==> config.mk <==
export PLATFORM = sky130hd
export DESIGN_NAME = tnn_feature_packer
export DESIGN_NICKNAME = d
export VERILOG_FILES = /design/src/rtl/tnn_feature_packer.sv
export SDC_FILE = /design/constraint.sdc
export NUM_CORES = 1
export LEC_CHECK = 0
export BUFFER_PORTS_ARGS = -buffer_cell sky130_fd_sc_hd__clkbuf_2
export CORE_MARGIN = 4
export CORE_UTILIZATION = 56
export CTS_CLUSTER_SIZE = 25
export DETAILED_ROUTE_END_ITERATION = 7
export GPL_ROUTABILITY_DRIVEN = 0
export PLACE_DENSITY = 0.85
export SLEW_MARGIN = 5
export SYNTH_ARGS = -nofsm -noshare
export SYNTH_HDL_FRONTEND = slang
export SYNTH_SLANG_ARGS = --single-unit
==> constraint.sdc <==
create_clock -name clk -period 3.1 [get_ports clk]
set_input_delay 0.465 -clock clk [delete_from_list [all_inputs] [get_ports clk]]
set_output_delay 0.465 -clock clk [all_outputs]
set_load 0.01 [all_outputs]
==> src/rtl/tnn_feature_packer.sv <==
// Quantising valid/ready front end for the 6x3-bit TNN classifier cores.
// Define TNN_PACKER_ROUND_EN for round-to-nearest quantisation (default: truncation).
module tnn_feature_packer #(
  parameter int IN_W        = 8,
  parameter int NFEAT       = 6,
  parameter int EVAL_CYCLES = 1
) (
  input  logic               clk,
  input  logic               rst_n,
  input  logic               s_valid,
  output logic               s_ready,
  input  logic [IN_W-1:0]    s_data,
  input  logic               s_last,
  output logic [3*NFEAT-1:0] feat_vec,
  input  logic               core_result,
  output logic               m_valid,
  input  logic               m_ready,
  output logic               m_class,
  output logic               m_err
);

  localparam logic [2:0] LAST_IDX = 3'(NFEAT - 1);
  localparam logic [2:0] EVAL_END = 3'(EVAL_CYCLES);

  typedef enum logic [1:0] {
    COLLECT,
    EVAL,
    OUTPUT
  } state_t;

  state_t     state;
  logic [2:0] idx;
  logic [2:0] ecnt;
  logic [2:0] q_data;
  logic       frame_end;

  function automatic logic [2:0] quant(
    input logic [IN_W-1:0] d
  );
`ifdef TNN_PACKER_ROUND_EN
    logic [IN_W:0] half;
    logic [IN_W:0] sum;
    logic [IN_W:0] sh;
    half = (IN_W+1)'(1) << (IN_W - 4);
    sum  = {1'b0, d} + half;
    sh   = sum >> (IN_W - 3);
    if (sh > (IN_W+1)'(7))
      quant = 3'd7;
    else
      quant = 3'(sh);
`else
    quant = 3'(d >> (IN_W - 3));
`endif
  endfunction

  assign q_data    = quant(s_data);
  assign s_ready   = (state == COLLECT);
  assign frame_end = s_last || (idx == LAST_IDX);

  always_ff @(posedge clk or negedge rst_n) begin
    if (!rst_n) begin
      state    <= COLLECT;
      idx      <= 3'd0;
      ecnt     <= 3'd0;
      feat_vec <= '0;
      m_valid  <= 1'b0;
      m_class  <= 1'b0;
      m_err    <= 1'b0;
    end else begin
      unique case (state)
        COLLECT: begin
          if (s_valid) begin
            // Short frames zero the unused upper slots on the same edge.
            for (int k = 0; k < NFEAT; k++) begin
              if (3'(k) == idx)
                feat_vec[3*k +: 3] <= q_data;
              else if (s_last && (3'(k) > idx))
                feat_vec[3*k +: 3] <= 3'd0;
            end
            if (frame_end) begin
              state <= EVAL;
              ecnt  <= 3'd0;
              m_err <= s_last ^ (idx == LAST_IDX);
            end else begin
              idx <= idx + 3'd1;
            end
          end
        end
        EVAL: begin
          if (ecnt == EVAL_END) begin
            m_class <= core_result;
            m_valid <= 1'b1;
            state   <= OUTPUT;
          end else begin
            ecnt <= ecnt + 3'd1;
          end
        end
        OUTPUT: begin
          if (m_ready) begin
            m_valid <= 1'b0;
            m_err   <= 1'b0;
            idx     <= 3'd0;
            state   <= COLLECT;
          end
        end
        default: state <= COLLECT;
      endcase
    end
  end

endmodule

==> metrics list <==
- Via-per-instance ratio: between 5 and 6
- Clock transition at the register clock pins on the worst setup and hold paths after CTS: 0.10 ns
* Starting DRC count in detailed routing: between 40 and 50
* Die width: ~59 um
- TritonCTS built the clock tree.
- At the worst endpoint, the required time is 3.31 ns.
* WS Path Type: reg2reg
- In this run the core area contains 18 standard-cell rows.
- In this run the count of I/O pins placed on the die edge is 36.
- The most numerous cell type found on the critical path is nor2_1.
- In this run the post-CTS setup repair buffer count came out at 0.
* Total wire length after detailed routing: around 3200 um
- Total number of yosys warnings: 0
- Fraction of layout cells with a size suffix above 1: 0.264
- Effective utilization at floorplan: 0.594
- Antenna violations before repair: 0
* Area overhead of the layout relative to synthesis: 14.0%
* Die Y-Extent: between 50 and 60 um
* Unrepaired setup endpoints after global routing: false
- The slowest stage of the critical path is the dfrtp_1 cell.
* Count of instances resized after the clock tree is built: 0
- Largest net degree at the start of global routing: 30
- Mapped cell area: ~1500 um2
* Cell total after placement: 196
* Portion of synthesized cell area occupied by the leading cell type: 0.489
* Number of enable flip-flop cells after synthesis: 0
- Clock skew on the completed layout was measured at between 0.01 and 0.015 ns.
- The first global-routing pass estimated 5440 um of wire.
- Post-synthesis net count: roughly 160
* Top_reg_cell synth: dfrtp_1
* Leak pwr: 0.000844 uW
- The worst hold path belongs to the class in2async.
* Worst slew margin relative to its limit: 0.523
- The most common cell in the synthesized netlist is dfrtp_1.
* Proportion of register bits with asynchronous set or reset after synthesis: 1.00
* Nature of the critical path startpoint: flip-flop
- Cell type with the largest total area after synthesis: dfrtp_1
- The worst register-to-register path begins at idx[2].
- For this run, design rule violations remaining after detail routing come to 0.
- Clock buffer count from CTS: 5
* Die area: 3540 um2
- Of the total power, the share spent switching nets is 0.421.
* CP cell instances: nor2b_1 -> nand2_1 -> ha_1 -> nor2_1 -> a22oi_2 -> nor2_1 -> mux2_2
* Maximum clock frequency: between 0.4 and 0.5 GHz
* Count of cell types in the netlist: 32
- The finished layout holds 204 standard cells, fillers aside.
- The total count of max-transition violations in the final report came to 0.
- The via count of the first global-routing pass was between 1k and 1.5k.
- In this run the power density over the cells is between 900 and 1000 nW/um2.
- Post-layout min period: 2.19 ns
- Arr. time, crit path: 2.40 ns
- Clock power frac: 0.138
- After detailed routing, the average wire length per cell comes to roughly 16 um.
- Part of the power in combinational logic: 0.409
* Run status: completed
- The wire-length estimate of the detail-placed layout is 2330 um.
* Switch Pwr: 671 uW
- After synthesis, the cell types taking the most area are dfrtp_1, a22o_1, ha_1.
* TNS Setup: 0 ns
- Average size of a mapped cell: between 10 and 15 um2
- Post-Route Hold Slack: approximately 0.16 ns
- In the post-route analysis, the smallest setup slack over all paths is about 0.9 ns.
* Worst-skew pair later-pin latency: about 0.33 ns
- Max-Cap Viols: 0
- Total routing usage reported by global routing: 0.209
- Synthesis handed over a netlist of around 140 instances.
* Total inserted antenna cells: 0
- Count of vias placed by the detailed router: between 1k and 1.5k
- Hold-fix buffer count after cts: 0
- Crit Path Max Fanout: 9
- In this run the number of H-tree levels came out at 2.
* Nature of the critical path endpoint: flip-flop
- After floorplanning, the core was sized to cover approximately 2500 um2.
- At the pin with the least slew margin, the transition time is ~0.7 ns.
* Antenna-violating nets left: 0
- Counting cells, the worst reg-to-reg path comes to 7.
* Buffer levels on the longest clock path: 2
- Setup violations remaining at the end of the flow were counted as 0.
- Number of fillers in the final layout: between 150 and 200
- CTS Root Buffer Type: clkbuf_4
- Final Hold Violating Endpoints: 0
- Post-placement setup slack: ~0.94 ns
- Initial DRT Pass Iterations: 4
- Final critical-path share of the clock period: 0.706
- The synthesized design contains 29 register bits.
* Global route total overflow: 0
* Leading post-synthesis cells by instance count: dfrtp_1, o21ai_0, nand2_1, a22o_1
- Port Buf Inserts: 30
- The share of total power dissipated in sequential elements is 0.454.
- VDD sags by at most around 0.66 mV.
* Longest individual stage delay on the worst path: around 0.54 ns
* Startpoint of the worst setup timing path: idx[2]
- CTS saw 29 sinks.
* Fin nets: between 150 and 200
- Cell internal power was estimated by the tool at between 900 and 1000 uW.
* Sequential-to-total area share from yosys stat: 0.489
- Power comes to about 1600 uW.
## cell usage in the layout, fill, tap and decap left out
| master | synthesis | final |
|---|---|---|
| nand3_1 | 5 | 5 |
| mux2_2 | 3 | 3 |
| nand2b_1 | 3 | 3 |
| nor4b_4 | 1 | 1 |
| ha_1 | 6 | 6 |
| dfrtp_1 | 29 | 29 |
| clkinv_2 | 0 | 2 |
| o21ai_1 | 1 | 1 |
| and3_1 | 1 | 1 |
| a41oi_1 | 1 | 1 |
| nor3_2 | 1 | 1 |
| a21o_1 | 1 | 1 |
| and2_1 | 2 | 2 |
| inv_1 | 10 | 10 |
| clkbuf_2 | 0 | 30 |
| o41ai_1 | 2 | 2 |
| and2_4 | 1 | 1 |
| nor3b_4 | 1 | 1 |
| o21ai_0 | 15 | 15 |
| a21oi_1 | 3 | 3 |
| clkbuf_1 | 2 | 1 |
| clkbuf_4 | 0 | 5 |
| a32o_1 | 3 | 3 |
| a41oi_2 | 1 | 1 |
| nor2b_1 | 5 | 5 |
| o22ai_1 | 1 | 1 |
| a22oi_2 | 1 | 1 |
| nor2_1 | 10 | 10 |
| a22o_1 | 11 | 11 |
| nand2_1 | 13 | 13 |
| mux2i_1 | 4 | 4 |
| o221ai_1 | 1 | 1 |
## sequential cells by signal, indices dropped and copies added (netlist names)
| name | flops |
|---|---|
| m_class | 1 |
| m_err | 1 |
| ecnt | 3 |
| idx | 3 |
| m_valid | 1 |
| state | 2 |
| feat_vec | 18 |
## metrics by stage
step,area [um2],utilization
after floorplan,1480,-
after global placement,1640,0.656
after detailed placement,1640,0.656
after CTS,1690,0.677
after global routing,1690,0.677
final,1690,0.677
## final timing paths
kind	endpoint	slack (ns)
worst max-delay path	ecnt[0]	0.91
worst min-delay path	feat_vec[17]	0.16
worst max register to register	ecnt[0]	0.91
worst min register to register	feat_vec[16]	0.49
max in group asynchronous	state[0]	2.47
min in group clk	m_class	0.37
## kinds of logic (layout without fill, tap and decap cells)
group,after synthesis,after routing,synth area share
buffers and inverters,15,48,0.0464
DFF,29,29,0.489
AOI/OAI and AO/OA,41,41,0.202
adders and majority gates,6,6,0.0506
and+or+nand+nor,43,43,0.163
muxes,7,7,0.0497
## critical path, delay by kind of cell (launching register included)
| family | cells | cell delay, ns |
|---|---|---|
| adders and majority gates | 1 | 0.31 |
| and+or+nand+nor | 4 | 0.79 |
| AOI/OAI and AO/OA | 1 | 0.08 |
| muxes | 1 | 0.35 |
| DFF | 1 | 0.54 |
## area by class of cell
class,instances,area [um2],area share
clock buffers,6,41.3,0.0244
clock inverters,2,10.0,0.00592
well taps,30,37.5,0.0222
inverters,10,37.5,0.0222
multi-input cells,97,689,0.408
repair buffers,30,150,0.0888
flip-flops and latches,29,726,0.429
## power groups by stage
stage          sequential [uW]  combinational, uW  clock, uW
2_1_floorplan              700                462          0
3_3_place_gp               710                624          0
3_5_place_dp               728                655          0
4_1_cts                    721                659        224
5_1_grt                    753                730        241
6_report                   723                652        219
## layer usage
layer	GRT usage	part of all wire	vias to the layer above
li1	-	-	566
met1	0.258	0.41	554
met2	0.335	0.50	43
met3	0.0632	0.062	14
met4	0.0939	0.030	0
met5	0	0	-
No activity file was read; power rests on OpenSTA's default activity.
